`config.mk`:
```
export PLATFORM = sky130hd
export DESIGN_NAME = conv_pass_scheduler
export DESIGN_NICKNAME = d
export VERILOG_FILES = /design/src/rtl/conv_pass_scheduler.sv
export SDC_FILE = /design/constraint.sdc
export NUM_CORES = 1
export LEC_CHECK = 0
export CORE_ASPECT_RATIO = 1.2
export CORE_MARGIN = 2
export CORE_UTILIZATION = 50
export DETAILED_ROUTE_END_ITERATION = 12
export PLACE_DENSITY = 0.79
export REMOVE_ABC_BUFFERS = 1
export SLEW_MARGIN = 5
export SYNTH_ARGS = -nofsm -noshare
export SYNTH_HDL_FRONTEND = slang
export SYNTH_SLANG_ARGS = --single-unit
```
`constraint.sdc`:
```
create_clock -name clk -period 4.8 [get_ports clk]
set_input_delay 0.96 -clock clk [delete_from_list [all_inputs] [get_ports clk]]
set_output_delay 0.96 -clock clk [all_outputs]
set_load 0.01 [all_outputs]
```
`src/rtl/conv_pass_scheduler.sv`:
```
// conv_pass_scheduler: pass/tap sequencer for the P-lane 1-D convolution datapath.
// In: clk, reset, x_full, op_space. Out: per-lane x and filter tap addresses,
// en_acc/clr_acc, valid_op/start_addr/lane_mask per pass, x_release, all_done.
module conv_pass_scheduler #(
  parameter int ADDRX = 6,
  parameter int ADDRF = 6,
  parameter int LENX  = 64,
  parameter int LENF  = 33,
  parameter int P     = 4,
  parameter int LAT   = 1
) (
  input  logic             clk,
  input  logic             reset,
  input  logic             x_full,
  input  logic             op_space,
  output logic [ADDRX-1:0] m_addr_read_x [P],
  output logic [ADDRF-1:0] m_addr_read_f,
  output logic             en_acc,
  output logic             clr_acc,
  output logic             valid_op,
  output logic [ADDRX-1:0] start_addr,
  output logic [P-1:0]     lane_mask,
  output logic             x_release,
  output logic             all_done
);

  // One extra bit so base+i+k never wraps before the compare.
  localparam int CW = ADDRX + 1;
  localparam logic [CW-1:0] SIZE_C = CW'(LENX - LENF + 1);
  localparam logic [CW-1:0] LAST_K = CW'(LENF - 1);
  localparam logic [CW-1:0] MAXX   = CW'(LENX - 1);
  localparam logic [CW-1:0] STEP   = CW'(P);

  typedef enum logic [1:0] {
    IDLE,
    ISSUE,
    WAIT,
    DRAIN
  } state_t;

  typedef struct packed {
    logic             issue;
    logic             first;
    logic             last;
    logic             fin;
    logic [ADDRX-1:0] base;
    logic [P-1:0]     mask;
  } tap_t;

  state_t           state_q;
  logic [CW-1:0]    base_q;
  logic [CW-1:0]    k_q;
  logic             armed_q;
  tap_t             pipe_q [LAT];
  logic             valid_q;
  logic             done_q;
  logic             rel_q;
  logic [ADDRX-1:0] start_q;
  logic [P-1:0]     mask_q;

  logic             issuing;
  logic             last_tap;
  logic             more;
  logic [CW-1:0]    sum_w [P];
  tap_t             tap_w;

  assign issuing  = (state_q == ISSUE);
  assign last_tap = issuing && (k_q == LAST_K);
  assign more     = (base_q + STEP) < SIZE_C;

  always_comb begin
    tap_w       = '0;
    tap_w.issue = issuing;
    tap_w.first = issuing && (k_q == '0);
    tap_w.last  = last_tap;
    tap_w.fin   = last_tap && !more;
    tap_w.base  = base_q[ADDRX-1:0];
    for (int i = 0; i < P; i++) begin
      sum_w[i]      = base_q + CW'(i) + k_q;
      tap_w.mask[i] = (base_q + CW'(i)) < SIZE_C;
      // Lanes past the end of a partial pass are clamped to the last x word.
      if (!issuing)
        m_addr_read_x[i] = '0;
      else if (sum_w[i] > MAXX)
        m_addr_read_x[i] = MAXX[ADDRX-1:0];
      else
        m_addr_read_x[i] = sum_w[i][ADDRX-1:0];
    end
  end

  assign m_addr_read_f = issuing ? ADDRF'(k_q) : '0;
  assign en_acc        = pipe_q[LAT-1].issue;
  assign clr_acc       = pipe_q[LAT-1].first;
  assign valid_op      = valid_q;
  assign all_done      = done_q;
  assign x_release     = rel_q;
  assign start_addr    = start_q;
  assign lane_mask     = mask_q;

  always_ff @(posedge clk or posedge reset) begin
    if (reset) begin
      state_q <= IDLE;
      base_q  <= '0;
      k_q     <= '0;
      armed_q <= 1'b1;
      for (int j = 0; j < LAT; j++)
        pipe_q[j] <= '0;
      valid_q <= 1'b0;
      done_q  <= 1'b0;
      rel_q   <= 1'b0;
      start_q <= '0;
      mask_q  <= '0;
    end else begin
      pipe_q[0] <= tap_w;
      for (int j = 1; j < LAT; j++)
        pipe_q[j] <= pipe_q[j-1];
      // Accumulator is registered: result shows one cycle after last en_acc.
      valid_q <= pipe_q[LAT-1].last;
      done_q  <= pipe_q[LAT-1].last && pipe_q[LAT-1].fin;
      if (pipe_q[LAT-1].last) begin
        start_q <= pipe_q[LAT-1].base;
        mask_q  <= pipe_q[LAT-1].mask;
      end
      rel_q <= 1'b0;
      if (!x_full)
        armed_q <= 1'b1;
      unique case (state_q)
        IDLE: begin
          base_q <= '0;
          k_q    <= '0;
          if (x_full && armed_q)
            state_q <= op_space ? ISSUE : WAIT;
        end
        ISSUE: begin
          if (k_q == LAST_K) begin
            if (more) begin
              base_q  <= base_q + STEP;
              k_q     <= '0;
              state_q <= op_space ? ISSUE : WAIT;
            end else begin
              state_q <= DRAIN;
              rel_q   <= 1'b1;
              armed_q <= 1'b0;
            end
          end else begin
            k_q <= k_q + 1'b1;
          end
        end
        WAIT: begin
          k_q <= '0;
          if (op_space)
            state_q <= ISSUE;
        end
        DRAIN: begin
          if (done_q)
            state_q <= IDLE;
        end
        default: state_q <= IDLE;
      endcase
    end
  end

endmodule

```
==> results of run 1 <==
critical path, cell delays in order (launching register included):
cell	delay, ps
dfrtp_1	490
ha_1	440
a211oi_1	490
nor2_1	120
xnor2_1	150
or3_1	390
a31oi_1	180
clkdlybuf4s50_1	560
power by group through the flow:
| stage | clock (µW) | combinational [µW] | sequential [µW] |
|---|---|---|---|
| final | 268 | 1260 | 490 |
| after global routing | 284 | 1380 | 509 |
| after CTS | 271 | 1270 | 491 |
| after detailed placement | 0 | 1250 | 497 |
| after global placement | 0 | 1260 | 493 |
| after floorplan | 0 | 728 | 465 |
sequential cells by signal, indices dropped and copies added (netlist names):
signal,flops
valid_op,1
state_q,2
clr_acc,1
all_done,1
en_acc,1
lane_mask,4
base_q,5
x_release,1
k_q,7
pipe_q,10
armed_q,1
start_addr,4
kinds of logic after synthesis:
group / count (synthesis) / share of synthesized area [%]
compound gates: 72 / 17.7
mux: 12 / 5.37
flops: 38 / 37.5
xor+xnor: 20 / 7.64
buf+inv: 35 / 5.92
other cells: 1 / 0.148
simple gates: 71 / 15.0
fa+ha+maj: 21 / 10.7
layer usage:
metal	part of all wire [%]	GRT usage, %
met2	51	39.9
met3	4.8	3.68
met4	2.5	9.22
met5	0	0
met1	41	24.0
layout by cell type (no fill, tap or decap), types with 8 or more instances in the layout:
cell type        netlist  routed
a21oi_1               35      35
clkdlybuf4s50_1        0      46
dfrtp_1               37      37
xnor2_1               13      13
inv_1                 15      15
nand3_1                8       8
mux2_2                 9       9
ha_1                  20      20
nor2_1                18      18
and2_1                 9       9
nand2_1               13      13
stage by stage:
step           hold slack, ps  instances  util (%)  area [µm²]  worst slack [ps]
3_5_place_dp              440        360      61.2        3000              1100
4_1_cts                   463        368      63.4        3110               762
6_report                  462        368      63.4        3110               728
5_1_grt                   487        368      63.4        3110               633
2_1_floorplan             422        252         -        2450              1730
3_3_place_gp              435        360      61.2        3000              1110
cell usage after synthesis, drive strengths merged (3+ instances only):
| cell | number |
|---|---|
| mux2 | 10 |
| nand3 | 9 |
| clkbuf | 11 |
| ha | 20 |
| a31oi | 6 |
| a21oi | 36 |
| inv | 16 |
| nand2 | 13 |
| and3 | 4 |
| o21bai | 3 |
| xor2 | 7 |
| or4 | 3 |
| dfrtp | 37 |
| o211ai | 3 |
| xnor2 | 13 |
| o21ai | 6 |
| nor2b | 4 |
| nor2 | 18 |
| a211oi | 3 |
| buf | 8 |
| nor3 | 4 |
| and2 | 9 |
layout make-up:
type | count | share of cell area (%)
inverters | 16 | 1.93
multi-input cells | 198 | 46.3
repair buffers | 48 | 15.3
well taps | 60 | 2.41
clock inverters | 3 | 1.29
flip-flops and latches | 38 | 30.6
clock buffers | 5 | 2.21
worst max-delay path by stage:
stage                     startpoint                end  slack [ps]  depth (start not counted)
after CTS                  base_q[2]  m_addr_read_x[13]         760                          7
final                      base_q[2]  m_addr_read_x[13]         730                          7
after global routing       base_q[2]  m_addr_read_x[13]         630                          7
after global placement        k_q[0]  m_addr_read_x[13]        1110                          6
after floorplan            base_q[2]  m_addr_read_x[17]        1730                          6
after detailed placement   base_q[2]  m_addr_read_x[13]        1100                          7
==> metrics.csv, run 1 <==
stage;metric;value;unit
worst_setup_path;crit_type;register to output port;
worst_setup_path;crit_path_end_kind;output port;
floorplanning;ioPinCount;49;
yosys;ys_seq_elements;38;
global_routing;grt_pass1_wl;9540;µm
route;ant_nets;0;
worst_setup_path;cp.arrival;3110;ps
route;wl;5770;µm
global_routing;grt_max_degree;31;
floorplanning;initial_utilization;51.7;%
cells_and_area;regArea;952;µm²
clock_tree;clockRootBuffer;clkbuf_8;
floorplanning;rows;28;
worst_hold_path;holdPathEnd;all_done;
route;drt_first_pass_iters;4;
power_and_ir_drop;power;2020;µW
yosys;ys_top_cells_by_area;dfrtp_1 36%, ha_1 9.9%, a21oi_1 6.9%;
floorplanning;fp.dieArea;5660;µm²
power_and_ir_drop;ir_drop;546;µV
placed_design;hpwl;4370;µm
global_routing;overflow;0;
worst_setup_path;worstReg2RegEnd;base_q[2];
clock_tree;cts_tree;done;
power_and_ir_drop;intPower;1160;µW
worst_setup_path;worstPathMaxFanout;8;
yosys;async_flop_share;100;%
global_routing;grt_pass1_vias;1981;
yosys;ys_seq_area_share;37.5;%
sta;final.setup.tns;0;ps
sta;relSlewSlack;62.2;%
cells_and_area;multi_input_area;1440;µm²
clock_tree;numCtsBuffers;5;
cells_and_area;layout.nets;332;
route;drc;0;
yosys;synth_edf_count;0;
clock_tree;cts_htree_levels;2;
global_routing;antenna_found_initial;0;
floorplanning;die_y;82.0;µm
global_routing;track_usage;21.3;%
cells_and_area;area_growth;22.6;%
sta;max_freq;246;MHz
cells_and_area;diodes;0;
power_and_ir_drop;power_frac_clock;13.3;%
clock_tree;cts_resized;0;
power_and_ir_drop;switching_share;42.7;%
job;drv_cap;0;
worst_setup_path;reg2reg_depth;6;
yosys;synth_cell_types;54;
sta;rsz0062_at_grt;false;
yosys;synth_top_area_share;36.5;%
sta;setup_viol;0;
placed_design;gp_congestion;0.931;
clock_tree;holdBufCountCts;0;
sta;period_needed;4070;ps
cells_and_area;fillers;416;
sta;min_period_over_period;84.8;%
power_and_ir_drop;leakage;0.00137;µW
worst_setup_path;worst_r2r_startpoint;k_q[0];
clock_tree;postCtsSetupRepairBufs;0;
placed_design;port_buffers;46;
clock_tree;clk_latency;300;ps
floorplanning;die_width;69.0;µm
route;num_vias;2057;
floorplanning;coreArea;4900;µm²
sta;final.setup_skew;7.38;ps
route;vias_per_cell;5.59;
power_and_ir_drop;seqPwrFrac;24.2;%
cells_and_area;layout-drive-gt1-share;9.74;%
clock_tree;cts_sinks;38;
yosys;synthFlopType;dfrtp_1;
yosys;ys_warn_count;0;
power_and_ir_drop;p_switching;864;µW
worst_setup_path;startpoint_type;register;
power_and_ir_drop;p_per_area;650;nW/µm²
sta;finalMaxSlewViolations;0;
yosys;synthCells;270;
sta;hold_viol;0;
route;wl_per_cell;15.7;µm
clock_tree;clockBufferDepth;2;
worst_hold_path;hp-class;register to register;
clock_tree;clk_pin_slew;80;ps
worst_hold_path;whs_path_depth;1;
route;drtIter0Drc;109;
yosys;synth_area;2540;µm²
yosys;syn_area_per_cell;9.40;µm²
sta;tightest_slew;565;ps
worst_setup_path;required;3840;ps
yosys;yosysTopAreaCell;dfrtp_1;
status;status;finished clean;
worst_setup_path;r2r_setup_slack;2360;ps
power_and_ir_drop;pwr-share-comb;62.5;%
worst_hold_path;hp-start;pipe_q[10];
No activity file was read; power rests on OpenSTA's default activity.
==> inputs of run 2 (changes only) <==
==> constraint.sdc (replaced) <==
create_clock -name clk -period 4.1 [get_ports clk]
set_input_delay 0.82 -clock clk [delete_from_list [all_inputs] [get_ports clk]]
set_output_delay 0.82 -clock clk [all_outputs]
set_load 0.01 [all_outputs]
==> run 2 against run 1 <==
Clock power about the same. Cell area down 0.16%. Sequential power up 16%. Die area unchanged. Global-route usage up 0.61 points. Clock skew about the same. Highest routed layer unchanged. Core utilization down 0.10 points.
==> metrics.csv, run 2 (synthesized netlist as in run 1, its figures left out) <==
stage;metric;value;unit;change
worst_setup_path;required;3280;ps;-560 ps
cells_and_area;final_common_cell;clkdlybuf4s50_1;;
placed_design;port_buffers;46;;unchanged
cells_and_area;area_growth;22.4;%;
worst_setup_path;crit_path_end_kind;output port;;
worst_setup_path;worst_r2r_startpoint;k_q[1];;
route;num_vias;2066;;+0.44%
clock_tree;clockBufferDepth;2;;unchanged
route;ant_nets;0;;unchanged
placed_design;dp.cells;361;;+0.28%
floorplanning;die_y;82.0;µm;unchanged
global_routing;busiest_layer;met2;;
worst_setup_path;worstPathMaxFanout;8;;unchanged
global_routing;grtUsageMet2;39.9;%;unchanged
worst_setup_path;reg2reg_depth;6;;unchanged
floorplanning;fp.dieArea;5660;µm²;unchanged
placed_design;gp_congestion;0.967;;+3.9%
route;wl;5940;µm;+3.0%
worst_setup_path;startpoint_type;register;;
global_routing;grt_pass1_wl;9760;µm;+2.3%
global_routing;gr-usage-met1;25.1;%;+1.1 points
worst_setup_path;cp_cell_sequence;ha_1, ha_1, a211oi_1, nor2_1, mux2_2, a311oi_1, clkdlybuf4s50_1;;
sta;relSlewSlack;61.5;%;-0.70 points
clock_tree;cts_resized;0;;unchanged
status;status;finished clean;;
floorplanning;die_width;69.0;µm;unchanged
route;drt_first_pass_iters;4;;unchanged
global_routing;antenna_found_initial;0;;unchanged
cells_and_area;fin_util;63.3;%;-0.10 points
route;drtIter0Drc;105;;-3.7%
global_routing;overflow;0;;unchanged
power_and_ir_drop;ir_drop;640;µV;+17%
clock_tree;clk_pin_slew;70;ps;about the same
cells_and_area;largest_reg_flops;10;;unchanged
floorplanning;initial_utilization;51.7;%;unchanged
clock_tree;numCtsBuffers;5;;unchanged
cells_and_area;regMostFlops;pipe_q;;
sta;hold_viol;0;;unchanged
placed_design;hpwl;4400;µm;+0.64%
clock_tree;clk_latency;300;ps;about the same
global_routing;track_usage;21.9;%;+0.61 points
clock_tree;holdBufCountCts;0;;unchanged
sta;max_freq;258;MHz;
global_routing;grt_pass1_vias;2020;;+2.0%
worst_setup_path;crit_type;register to output port;;
sta;finalMaxSlewViolations;0;;unchanged
worst_setup_path;path_common_cell;ha_1;;
clock_tree;clockRootBuffer;clkbuf_8;;
cells_and_area;layout.nets;333;;+0.30%
global_routing;grt_use_met3;3.31;%;-0.37 points
worst_hold_path;whs_path_depth;1;;unchanged
sta;final.setup_skew;7.84;ps;+0.459 ps
sta;tightest_slew;578;ps;+12.5 ps
floorplanning;rows;28;;unchanged
sta;final.setup.tns;0;ps;unchanged
worst_hold_path;hp-class;register to register;;
worst_setup_path;crit_slowest_cell;clkdlybuf4s50_1;;
worst_hold_path;hp-start;pipe_q[10];;
cells_and_area;largestRegisters;pipe_q (10), k_q (7), base_q (5);;
global_routing;grt_max_degree;39;;+26%
sta;setup_viol;0;;unchanged
route;vias_per_cell;5.60;;+0.17%
worst_setup_path;worstReg2RegEnd;base_q[2];;
cells_and_area;layout.cells.non_filler;369;;+0.27%
cells_and_area;layout-drive-gt1-share;10.0;%;+0.29 points
route;wl_per_cell;16.1;µm;+2.7%
floorplanning;ioPinCount;49;;unchanged
clock_tree;postCtsSetupRepairBufs;0;;unchanged
cells_and_area;diodes;0;;unchanged
clock_tree;cts_sinks;38;;unchanged
floorplanning;coreArea;4900;µm²;unchanged
job;drv_cap;0;;unchanged
sta;period_needed;3880;ps;
power_and_ir_drop;p_per_area;752;nW/µm²;+16%
sta;rsz0062_at_grt;false;;
clock_tree;cts_tree;done;;
worst_setup_path;critPathMaxStageDelay;580;ps;+20 ps
worst_setup_path;cp.arrival;3060;ps;-50 ps
clock_tree;cts_htree_levels;2;;unchanged
worst_hold_path;holdPathEnd;all_done;;
cells_and_area;layout_common_cells;46 x clkdlybuf4s50_1, 37 x dfrtp_1, 35 x a21oi_1;;
cells_and_area;fillers;423;;+1.7%
worst_setup_path;r2r_setup_slack;1680;ps;-680 ps
power_and_ir_drop;leakage;0.00137;µW;-0.27%
sta;min_period_over_period;94.7;%;
route;drc;0;;unchanged
run 2: changes by cell type in the layout (fill, tap and decap cells not counted), sizes merged:
cell,delta
clkbuf,+2
bufinv,-1
buf,+1
clkinv,-1
run 2: power breakdown:
part,internal (µW),switching (µW),total [µW]
registers,438,130,567
clock network,136,130,265
logic,747,757,1500
run 2: metal layers:
| metal | up-vias | wire, µm |
|---|---|---|
| met5 | - | 0 |
| met4 | 0 | 200 |
| met3 | 19 | 260 |
| met2 | 65 | 2960 |
| met1 | 978 | 2510 |
| li1 | 1004 | - |
run 2: how the worst max path moves through the flow:
stage          slack, ps           endpoint      start
3_5_place_dp         560  m_addr_read_x[13]  base_q[2]
2_1_floorplan       1170  m_addr_read_x[17]  base_q[2]
6_report             220  m_addr_read_x[17]  base_q[2]
3_3_place_gp         570   m_addr_read_x[8]     k_q[1]
4_1_cts              210  m_addr_read_x[13]  base_q[2]
5_1_grt               10  m_addr_read_x[18]     k_q[3]
run 2: metrics by stage:
step,setup slack (ps),total power (µW),area [µm²],hold slack (ps)
floorplan,1170,1400,2450,422
global placement,573,2060,3010,434
detailed placement,558,2060,3010,456
CTS,209,2340,3100,465
global route,12.6,2520,3110,487
finish,218,2340,3110,463
run 2: final cells by class:
class | instances | area (µm²) | share of cell area (%)
Multi-Input combinational cell | 198 | 1440 | 46.5
Inverter | 16 | 60.1 | 1.93
Clock buffer | 7 | 86.3 | 2.78
Sequential cell | 38 | 952 | 30.7
Tap cell | 60 | 75.1 | 2.42
Timing Repair Buffer | 49 | 483 | 15.6
Clock inverter | 1 | 5.00 | 0.161
run 2: critical path, delay by kind of cell (launching register included):
family                     cells  cell delay [ps]
adders and majority gates      2              690
and+or+nand+nor                1              120
muxes                          1              280
DFF                            1              490
AOI/OAI and AO/OA              2              600
buffers and inverters          1              580
==> inputs of run 3 (changes only) <==
--- a/config.mk
+++ b/config.mk
@@ -9,7 +9,8 @@
 export CORE_MARGIN = 2
 export CORE_UTILIZATION = 50
 export DETAILED_ROUTE_END_ITERATION = 12
-export PLACE_DENSITY = 0.79
+export DONT_BUFFER_PORTS = 1
+export PLACE_DENSITY = 0.67
 export REMOVE_ABC_BUFFERS = 1
 export SLEW_MARGIN = 5
 export SYNTH_ARGS = -nofsm -noshare
==> run 3 against run 2 <==
Worst hold slack got worse by 15 ps. Clock power increased by 46%. Maximum frequency increased by 12%. Largest power group unchanged. Clock skew decreased by 6.6 ps. Global-route usage decreased by 1.5 points.
==> metrics.csv, run 3 (synthesized netlist as in run 1, its figures left out) <==
stage;metric;value;unit;change
status;status;finished clean;;
worst_setup_path;reg2reg_depth;6;;unchanged
sta;period_needed;3460;ps;-422 ps
route;drt_first_pass_iters;4;;unchanged
clock_tree;clk_pin_slew;70;ps;about the same
worst_setup_path;required;3280;ps;about the same
cells_and_area;fin_util;54.7;%;-8.6 points
clock_tree;cts_htree_levels;2;;unchanged
placed_design;dp.cells;314;;-13%
sta;min_period_over_period;84.4;%;-10 points
worst_setup_path;worstReg2RegEnd;base_q[2];;
worst_setup_path;path_buf_inv;0;;-1
route;vias_per_cell;5.79;;+3.3%
placed_design;hpwl;4060;µm;-7.8%
floorplanning;die_y;82.0;µm;unchanged
placed_design;gp_congestion;0.844;;-13%
cells_and_area;layout_common_cells;37 x dfrtp_1, 35 x a21oi_1, 20 x ha_1;;
sta;rsz0062_at_grt;false;;
placed_design;dp_slack;973;ps;+415 ps
cells_and_area;layout.cells.non_filler;322;;-13%
route;drtIter0Drc;83;;-21%
sta;final.setup_skew;1.29;ps;-6.55 ps
clock_tree;cts_tree;done;;
sta;final.setup.tns;0;ps;unchanged
worst_setup_path;crit_slowest_cell;dfrtp_1;;
cells_and_area;layout-drive-gt1-share;11.5;%;+1.4 points
worst_setup_path;crit_path_end_kind;output port;;
global_routing;grt_pass1_vias;1764;;-13%
floorplanning;ioPinCount;49;;unchanged
clock_tree;clockBufferDepth;2;;unchanged
worst_setup_path;cp_cell_sequence;ha_1, a211oi_1, nor2_1, xnor2_1, or3_1, a31oi_1;;
cells_and_area;regMostFlops;pipe_q;;
power_and_ir_drop;leakage;0.00122;µW;-11%
cells_and_area;largest_reg_flops;10;;unchanged
sta;max_freq;289;MHz;+12%
power_and_ir_drop;ir_drop;420;µV;-34%
clock_tree;cts_resized;0;;unchanged
floorplanning;rows;28;;unchanged
sta;setup_viol;0;;unchanged
clock_tree;numCtsBuffers;5;;unchanged
floorplanning;coreArea;4900;µm²;unchanged
floorplanning;fp.dieArea;5660;µm²;unchanged
worst_setup_path;worst_r2r_startpoint;k_q[0];;
global_routing;grt_max_degree;21;;-46%
floorplanning;die_width;69.0;µm;unchanged
cells_and_area;area_growth;5.77;%;
worst_setup_path;r2r_setup_slack;1640;ps;-40 ps
clock_tree;clk_latency;280;ps;-20 ps
worst_hold_path;whs_path_depth;1;;unchanged
route;drc;0;;unchanged
worst_setup_path;path_delay_family;compound AO/OA/AOI/OAI gates;;
floorplanning;initial_utilization;51.7;%;unchanged
worst_setup_path;critPathMaxStageDelay;490;ps;-90 ps
worst_hold_path;holdPathEnd;all_done;;
sta;setup_slack;640;ps;+422 ps
worst_setup_path;cp.arrival;2640;ps;-420 ps
worst_hold_path;hp-start;pipe_q[10];;
global_routing;track_usage;20.4;%;-1.5 points
route;num_vias;1863;;-9.8%
worst_setup_path;crit_type;register to output port;;
sta;finalMaxSlewViolations;0;;unchanged
worst_setup_path;startpoint_type;register;;
cells_and_area;largestRegisters;pipe_q (10), k_q (7), base_q (5);;
clock_tree;postCtsSetupRepairBufs;0;;unchanged
global_routing;grt_pass1_wl;9020;µm;-7.6%
job;drv_cap;0;;unchanged
global_routing;overflow;0;;unchanged
placed_design;port_buffers;0;;-100%
sta;tightest_slew;673;ps;+94.8 ps
cells_and_area;final_common_cell;dfrtp_1;;
power_and_ir_drop;p_per_area;755;nW/µm²;+0.32%
clock_tree;cts_sinks;38;;unchanged
sta;relSlewSlack;55.1;%;-6.4 points
clock_tree;clockRootBuffer;clkbuf_8;;
sta;hold_viol;0;;unchanged
cells_and_area;diodes;0;;unchanged
global_routing;antenna_found_initial;0;;unchanged
route;ant_nets;0;;unchanged
worst_setup_path;crit_cells;6;;-1
clock_tree;holdBufCountCts;0;;unchanged
worst_hold_path;hp-class;register to register;;
route;wl_per_cell;17.0;µm;+5.4%
worst_setup_path;worstPathMaxFanout;8;;unchanged
route;wl;5460;µm;-8.0%
cells_and_area;layout.nets;286;;-14%
[run 3: cell count changes in the layout (fill, tap and decap cells not counted), sizes merged]
| cell | change |
|---|---|
| clkdlybuf4s50 | -46 |
| bufinv | +2 |
| buf | -1 |
| clkbuf | -1 |
| clkinv | -1 |
[run 3: how the worst max path moves through the flow]
stage	to	start	slack [ps]
floorplan	m_addr_read_x[17]	base_q[2]	1170
global placement	m_addr_read_x[21]	k_q[3]	1010
detailed placement	m_addr_read_x[13]	base_q[2]	970
CTS	m_addr_read_x[13]	base_q[2]	650
global route	m_addr_read_x[13]	base_q[2]	430
finish	m_addr_read_x[13]	base_q[2]	640
[run 3: layout make-up]
type,count,area [µm²]
Clock buffer,6,82.6
Clock inverter,2,60.1
Fill cell,438,2220
Inverter,16,60.1
Multi-Input combinational cell,198,1440
Sequential cell,38,952
Tap cell,60,75.1
Timing Repair Buffer,2,15.0
[run 3: power breakdown]
group / internal [µW] / switching [µW]
Combinational: 384 / 671
Clock: 259 / 128
Sequential: 438 / 145
Total: 1080 / 945
[run 3: metal layers]
layer / routed length, µm / GRT usage (%) / up-vias / share of wire, %
met4: 98 / 7.45 / 0 / 1.8
met3: 204 / 4.79 / 8 / 3.7
li1: - / - / 917 / -
met2: 2780 / 35.7 / 44 / 51
met5: 0 / 0 / - / 0
met1: 2380 / 24.7 / 894 / 44
[run 3: stage by stage]
stage / cell area, µm² / total power, µW / hold slack, ps
final: 2680 / 2030 / 448
after global routing: 2680 / 2190 / 471
after CTS: 2680 / 2030 / 451
after detailed placement: 2540 / 1640 / 436
after global placement: 2540 / 1630 / 434
after floorplan: 2450 / 1400 / 422
